**src/rtl/wave_mixer.sv**
```systemverilog
// Multi-cycle averaging mixer: sums playing channels serially, divides by the active count.
// Optional WAVE_MIXER_ROUND_EN turns the floor division into round-half-up.
module wave_mixer #(
   parameter int NUM_CH   = 16,
   parameter int SAMPLE_W = 6,
   localparam int CNT_W   = $clog2(NUM_CH + 1),
   localparam int SUM_W   = SAMPLE_W + CNT_W
) (
   input  logic                       clk,
   input  logic                       reset,
   input  logic [NUM_CH-1:0]          playing,
   input  logic [NUM_CH*SAMPLE_W-1:0] waves,
   input  logic                       in_valid,
   output logic                       in_ready,
   output logic                       out_valid,
   input  logic                       out_ready,
   output logic [SAMPLE_W-1:0]        mix,
   output logic [CNT_W-1:0]           active_count
);

   localparam int BIT_W = $clog2(SUM_W + 1);

   typedef enum logic [1:0] {IDLE, SUM, DIV, DONE} state_t;

   state_t                      r_state;
   state_t                      w_nextState;

   logic [NUM_CH-1:0]           r_playing;
   logic [NUM_CH*SAMPLE_W-1:0]  r_waves;
   logic [SUM_W-1:0]            r_acc;
   logic [SUM_W:0]              r_rem;
   logic [SAMPLE_W-1:0]         r_quot;
   logic [CNT_W-1:0]            r_count;
   logic [CNT_W-1:0]            r_idx;
   logic [BIT_W-1:0]            r_bitCnt;
   logic [SAMPLE_W-1:0]         r_mix;
   logic [CNT_W-1:0]            r_activeCount;

   logic                        w_accept;
   logic [SAMPLE_W-1:0]         w_sample;
   logic                        w_chActive;
   logic [SUM_W-1:0]            w_accSum;
   logic [CNT_W-1:0]            w_countSum;
   logic                        w_lastCh;
   logic [SUM_W-1:0]            w_dividend;
   logic [SUM_W:0]              w_shifted;
   logic [SUM_W+1:0]            w_trial;
   logic                        w_qBit;
   logic [SUM_W:0]              w_remNext;
   logic [SAMPLE_W-1:0]         w_quotNext;
   logic                        w_lastBit;

   assign in_ready     = (r_state == IDLE) && !reset;
   assign out_valid    = (r_state == DONE);
   assign mix          = r_mix;
   assign active_count = r_activeCount;
   assign w_accept     = in_valid && in_ready;

   // The captured frame shifts down each SUM cycle, so channel idx is always in the low slot.
   assign w_sample   = r_waves[SAMPLE_W-1:0];
   assign w_chActive = r_playing[0];
   assign w_accSum   = w_chActive ? r_acc + {{CNT_W{1'b0}}, w_sample} : r_acc;
   assign w_countSum = w_chActive ? r_count + CNT_W'(1) : r_count;
   assign w_lastCh   = (r_idx == CNT_W'(NUM_CH - 1));

`ifdef WAVE_MIXER_ROUND_EN
   assign w_dividend = w_accSum + SUM_W'(w_countSum >> 1);
`else
   assign w_dividend = w_accSum;
`endif

   // Remainder stays below count, so its top bit is always zero and shifting it out is lossless.
   assign w_shifted  = (SUM_W + 1)'({r_rem, r_acc[SUM_W-1]});
   assign w_trial    = {1'b0, w_shifted} - {{(SUM_W + 2 - CNT_W){1'b0}}, r_count};
   assign w_qBit     = ~w_trial[SUM_W+1];
   assign w_remNext  = w_qBit ? w_trial[SUM_W:0] : w_shifted;
   assign w_quotNext = (r_quot << 1) | SAMPLE_W'(w_qBit);
   assign w_lastBit  = (r_bitCnt == BIT_W'(SUM_W - 1));

   always_ff @(posedge clk) begin
      if (reset) begin
         r_state <= IDLE;
      end else begin
         r_state <= w_nextState;
      end
   end

   always_comb begin
      w_nextState = r_state;
      case (r_state)
         IDLE: if (w_accept) w_nextState = SUM;
         SUM: begin
            if (w_lastCh) begin
               w_nextState = (w_countSum == '0) ? DONE : DIV;
            end
         end
         DIV:  if (w_lastBit) w_nextState = DONE;
         DONE: if (out_ready) w_nextState = IDLE;
         default: w_nextState = IDLE;
      endcase
   end

   always_ff @(posedge clk) begin
      if (reset) begin
         r_playing     <= '0;
         r_waves       <= '0;
         r_acc         <= '0;
         r_rem         <= '0;
         r_quot        <= '0;
         r_count       <= '0;
         r_idx         <= '0;
         r_bitCnt      <= '0;
         r_mix         <= '0;
         r_activeCount <= '0;
      end else begin
         case (r_state)
            IDLE: begin
               if (w_accept) begin
                  r_playing <= playing;
                  r_waves   <= waves;
                  r_acc     <= '0;
                  r_rem     <= '0;
                  r_quot    <= '0;
                  r_count   <= '0;
                  r_idx     <= '0;
                  r_bitCnt  <= '0;
               end
            end
            SUM: begin
               r_playing <= r_playing >> 1;
               r_waves   <= r_waves >> SAMPLE_W;
               r_idx     <= r_idx + CNT_W'(1);
               r_count   <= w_countSum;
               if (w_lastCh) begin
                  r_acc         <= w_dividend;
                  r_activeCount <= w_countSum;
                  if (w_countSum == '0) begin
                     r_mix <= '0;
                  end
               end else begin
                  r_acc <= w_accSum;
               end
            end
            DIV: begin
               r_acc    <= r_acc << 1;
               r_rem    <= w_remNext;
               r_quot   <= w_quotNext;
               r_bitCnt <= r_bitCnt + BIT_W'(1);
               if (w_lastBit) begin
                  r_mix <= w_quotNext;
               end
            end
            default: ;
         endcase
      end
   end

endmodule

```
**config.mk**
```make
export PLATFORM = sky130hd
export DESIGN_NAME = wave_mixer
export DESIGN_NICKNAME = d
export VERILOG_FILES = /design/src/rtl/wave_mixer.sv
export SDC_FILE = /design/constraint.sdc
export NUM_CORES = 1
export LEC_CHECK = 0
export ABC_AREA = 1
export CORE_MARGIN = 3
export CORE_UTILIZATION = 45
export CTS_CLUSTER_DIAMETER = 200
export DETAILED_ROUTE_END_ITERATION = 6
export GPL_TIMING_DRIVEN = 0
export PLACE_DENSITY = 0.76
export SLEW_MARGIN = 20
export SYNTH_ARGS = -nofsm -noshare
export SYNTH_HDL_FRONTEND = slang
export SYNTH_SLANG_ARGS = --single-unit
```
**constraint.sdc**
```tcl
create_clock -name clk -period 2.28 [get_ports clk]
set_clock_uncertainty 0.05 [all_clocks]
set_input_delay 0.57 -clock clk [delete_from_list [all_inputs] [get_ports clk]]
set_output_delay 0.57 -clock clk [all_outputs]
set_load 0.02 [all_outputs]
```
Word level (Yosys, flattened, before mapping)
Cells that the tools add are included.

cells by class
  add/sub/neg operators = 5
  equality and inequality tests = 11
  multiplexer cells = 28
  bitwise operators = 2
  reduce and logical (&&, ||, !) cells = 15

operators with widths
  operator                                        number
  case mux 96 bit (2 select lines)                1
  2-to-1 mux 96 bit                               1
  2-to-1 mux 11 bit                               4
  case mux 11 bit (3 select lines)                1
  case mux 16 bit (2 select lines)                1
  case mux 5 bit (2 select lines)                 3
  case mux 11 bit (2 select lines)                1
  2-to-1 mux 6 bit                                3
  2-to-1 mux 16 bit                               1
  2-to-1 mux 5 bit                                3
  subtractor 12 x 5 -> 13 bit                     1
  case mux 6 bit (2 select lines)                 1
  adder 11 x 6 -> 11 bit                          1
  adder 5 x 1 -> 5 bit (second input constant)    2
  != test 2 bit (second input constant)           5
  2-to-1 mux 2 bit                                4
  case mux 2 bit (4 select lines)                 1
  case mux 4 bit (2 select lines)                 1
  AND reduction 4 bit                             2
  bitwise OR 6 x 1 -> 6 bit                       1
  AND reduction 2 bit                             3
  nonzero test 2 bit                              3
  == test 5 x 4 -> 1 bit (second input constant)  1
  zero test 5 bit                                 1
  13 further kinds                                15

word-level totals
  flip-flop bits (word level) = 166
  input bits = 116
  output and inout port bits = 13

Logic depth before layout (Yosys ltp)
  depth after elaboration = 6
  mapped depth = 12
  depth with buffers taken out = 12

Least setup slack after synthesis
No wires, ideal clock.

  path type = reg2reg
  from = reg r_acc[10]
  to = reg r_rem[4]
  library setup time = 132 ps
  data arrival time = 1779 ps
  data required time = 2098 ps
  slack = 318 ps
  stages on the path, launching flop included = 11
  clock period less this slack = 1962 ps
  cell sequence = dfxtp_1 > inv_1 > ha_1 > fa_1 > o21ai_2 > nand3_1 > nand2_2 > buf_6 > nand2_1 > o211ai_1 > a21oi_1

between the ends
  longest elaborated chain between the ends = 3

ends and longest elaborated chain
  item                              RTL line  RTL
  from (decl)                       30        logic [SUM_W-1:0] r_acc;
  from (signal assigned)            135       r_acc <= w_dividend;
  from (signal assigned)            141       r_acc <= w_accSum;
  from (signal assigned)            145       r_acc <= r_acc << 1;
  subtractor 12 x 5 -> 13 bit       74        assign w_trial = {1'b0, w_shifted} - {{(SUM_W + 2 - CNT_W){1'b0}}, r_count};
  2-to-1 mux 11 bit                 76        assign w_remNext = w_qBit ? w_trial[SUM_W:0] : w_shifted;
  case mux 11 bit (2 select lines)  116       case (r_state)
  to (signal assigned)              146       r_rem <= w_remNext;
  to (decl)                         31        logic [SUM_W:0] r_rem;

Every way passes these cells.
A chain may end at the register's enable or synchronous reset.

Worst setup path in the final report
  from = reg r_state[0]
  to = out in_ready

between the ends
  longest elaborated chain between the ends = 2

ends and longest elaborated chain
  item                    RTL line  RTL
  from (decl)             25        state_t r_state;
  from (signal assigned)  84        r_state <= w_nextState;
  zero test 2 bit         53        assign in_ready = (r_state == IDLE) && !reset;
  logical AND 1 bit       53
  to (decl)               14        output logic in_ready,

Every way passes these cells.

==> results.sh <==
export IMPL_outcome="finished, final reports clean"
export IMPL_cts_tree="yes"
export IMPL_syn_inst=1087
export IMPL_root_buffer="clkbuf_16"
export IMPL_grt_max_degree=17
export IMPL_routabilityCongestion=0.922
export IMPL_die_area_um2=19300
export IMPL_synth_area_leaders="dfxtp_1 (42%), nand2_1 (18%), a31oi_1 (8.3%)"
export IMPL_rows=47
export IMPL_yosys_area_top_type="dfxtp_1"
export IMPL_hold_violations=0
export IMPL_arrival_ps=1580
export IMPL_portBuffers=127
export IMPL_maxSlewViolCount=0
export IMPL_vias=7739
export IMPL_netlist_area_leader_share_pct=41.8
export IMPL_setup_viol=0
export IMPL_dp_cells=1434
export IMPL_ys_ff_latch=166
export IMPL_cts_buffers=17
export IMPL_fin_setup_tns_ps=0
export IMPL_path_class="flip-flop to output pin"
export IMPL_overflow=0
export IMPL_fmax_mhz=455
export IMPL_globalRouteMet3Util_pct=4.93
export IMPL_die_h_um=139
export IMPL_yosys_warnings=0
export IMPL_cap_violations=0
export IMPL_drtAntennaViolNets=0
export IMPL_cts_max_level=4
export IMPL_die_x_um=139
export IMPL_start_util_pct=47.0
export IMPL_p_total_mw=9.25
export IMPL_wl_um=21200
export IMPL_worstSkewPairLatency_ps=420
export IMPL_cp_end_kind="output pin"
export IMPL_diodes=0
export IMPL_post_place_ws_ps=87.4
export IMPL_vdd_drop_max_mv=0.704
export IMPL_grt_met2_usage_pct=33.9
export IMPL_ctsHoldBuffers=0
export IMPL_nFillCells=1557
export IMPL_crit_start="r_state[0]"
export IMPL_grt_busiest_layer="met2"
export IMPL_clock_sinks=166
export IMPL_track_usage_pct=21.2
export IMPL_postLayoutCellArea_um2=10100
export IMPL_rr_startpoint="r_acc[10]"
export IMPL_synthArstFlopShare_pct=0
export IMPL_clkSlewWorstSetupHoldPaths_ps=60
export IMPL_ys_seq_area_share_pct=41.8
export IMPL_vias_per_cell=5.28
export IMPL_slew_limit_headroom_pct=55.5
export IMPL_hold_class="flip-flop to flip-flop"
export IMPL_grt_use_met1_pct=29.6
export IMPL_avgSynthCellArea_um2=7.32
export IMPL_synth_cell_type_count=41
export IMPL_layout_cells_non_filler=1467
export IMPL_cts_buffer_depth=2
export IMPL_final_period_utilization_pct=96.5
export IMPL_final_nets=1373
export IMPL_ys_flop_type="dfxtp_1"
export IMPL_io_pins=129
export IMPL_dpl_cell_area_um2=9510
export IMPL_hpwl_um=15700
export IMPL_path_max_fanout=5
export IMPL_period_minus_slack_ps=2200
export IMPL_hold_slack_ps=412
export IMPL_worst_pin_slew_ps=667
export IMPL_min_from="mix[0]"
export IMPL_total_leakage_power_nw=3.97
export IMPL_grt_pass1_vias=7165
export IMPL_utilization_pct=59.8
export IMPL_drcViolationCount=0
export IMPL_setup_ws_ps=80.4
export IMPL_antenna_found_initial=0
export IMPL_start_kind="flip-flop"
export IMPL_worst_ep_required_time_ps=1660
export IMPL_netlist_area_um2=7960
export IMPL_first_pass_iters=5
export IMPL_synth_edf_count=0
export IMPL_layout_drive_gt1_share_pct=8.42
export IMPL_wl_per_cell_um=14.4
export IMPL_grt_pass1_wl_um=34400
export IMPL_core_area_um2=16900
export IMPL_drt_iter0_markers=531
export IMPL_syn2layout_area_growth_pct=27.2
export IMPL_pwr_density_cell_nw_per_um2=914
export IMPL_synth_nets=1226
where the power goes:
group / total [mW] / leakage [nW] / internal, mW / switching [mW]
Clock: 2.92 / 0.294 / 1.74 / 1.18
Sequential: 3.69 / 1.35 / 3.42 / 0.274
Combinational: 2.64 / 2.32 / 0.977 / 1.67
sequential cells by signal (all words and copies together), names as in the netlist, 4 cells and up:
signal,flops
r_bitCnt,4
r_playing,16
r_rem,11
r_count,5
mix,6
r_quot,5
r_acc,11
r_waves,96
r_idx,5
active_count,5
layer usage:
layer | vias up | part of all wire [%]
li1 | 3948 | -
met1 | 3569 | 47
met3 | 16 | 5.3
met2 | 206 | 46
met5 | - | 0
met4 | 0 | 1.1
worst paths after layout:
check,cells past startpoint,slack (ps),endpoint
worst max-delay path,5,80,in_ready
worst min-delay path,2,410,mix[0]
worst max register to register,10,120,r_rem[4]
worst min register to register,2,410,mix[0]
layout make-up:
type	instances	area [um2]	share of cell area (%)
plain buffers	70	413	4.08
inverters	51	193	1.90
clock inverters	9	116	1.15
flip-flops and latches	166	3320	32.8
clock buffers	23	488	4.82
multi-input cells	800	4030	39.8
well taps	220	275	2.72
repair buffers	128	1280	12.6
cell usage after synthesis, types with 2 or more instances:
master / instances
o21ai_1: 2
buf_4: 3
o21ai_0: 93
clkbuf_1: 31
inv_2: 5
inv_1: 44
nand2_1: 392
xor2_1: 4
ha_1: 21
a2bb2oi_1: 2
a21oi_2: 2
o22ai_1: 2
and2_1: 2
fa_1: 2
buf_6: 15
nor2_8: 3
xnor2_1: 4
a31oi_1: 106
dfxtp_1: 166
nand3b_1: 2
nor3_1: 8
nand2_2: 3
nand4_1: 12
nand3_1: 29
nand3_2: 3
nor2_2: 2
a21oi_1: 59
buf_2: 21
nand2_4: 6
o211ai_1: 7
nor2_1: 26
placed cells by master, fill, tap and decap left out, types with 8 or more instances in the layout:
cell type        Yosys  final
nand2_1            392    392
dfxtp_1            166    165
clkdlybuf4s50_1      0    125
a31oi_1            106    106
o21ai_0             93     93
a21oi_1             59     59
inv_1               44     43
clkbuf_1            31     33
nand3_1             29     29
nor2_1              26     26
buf_2               21     21
ha_1                21     20
clkbuf_16            0     17
buf_6               15     15
nand4_1             12     12
nor3_1               8      8
worst max-delay path: stages (launching register included):
cell and delay (ps):
dfxtp_2 340, inv_1 100, ha_2 230, inv_2 100, nor2_8 110, clkdlybuf4s15_2 270
timing repair:
item	4_1_cts	5_1_grt
buffers inserted	0	1
pin swaps	0	1
gates resized for setup	5	2
setup endpoints to repair	2	8
cells by family (layout without fill, tap and decap cells):
kind of cell / count (synthesis) / in the layout / synth area share, %
buf+inv: 121 / 281 / 7.61
flops: 166 / 166 / 41.8
fa+ha+maj: 23 / 23 / 3.80
simple gates: 493 / 493 / 26.2
xor+xnor: 9 / 9 / 1.08
compound gates: 275 / 275 / 19.6
Note: power is estimated with default switching activity, not from simulation.
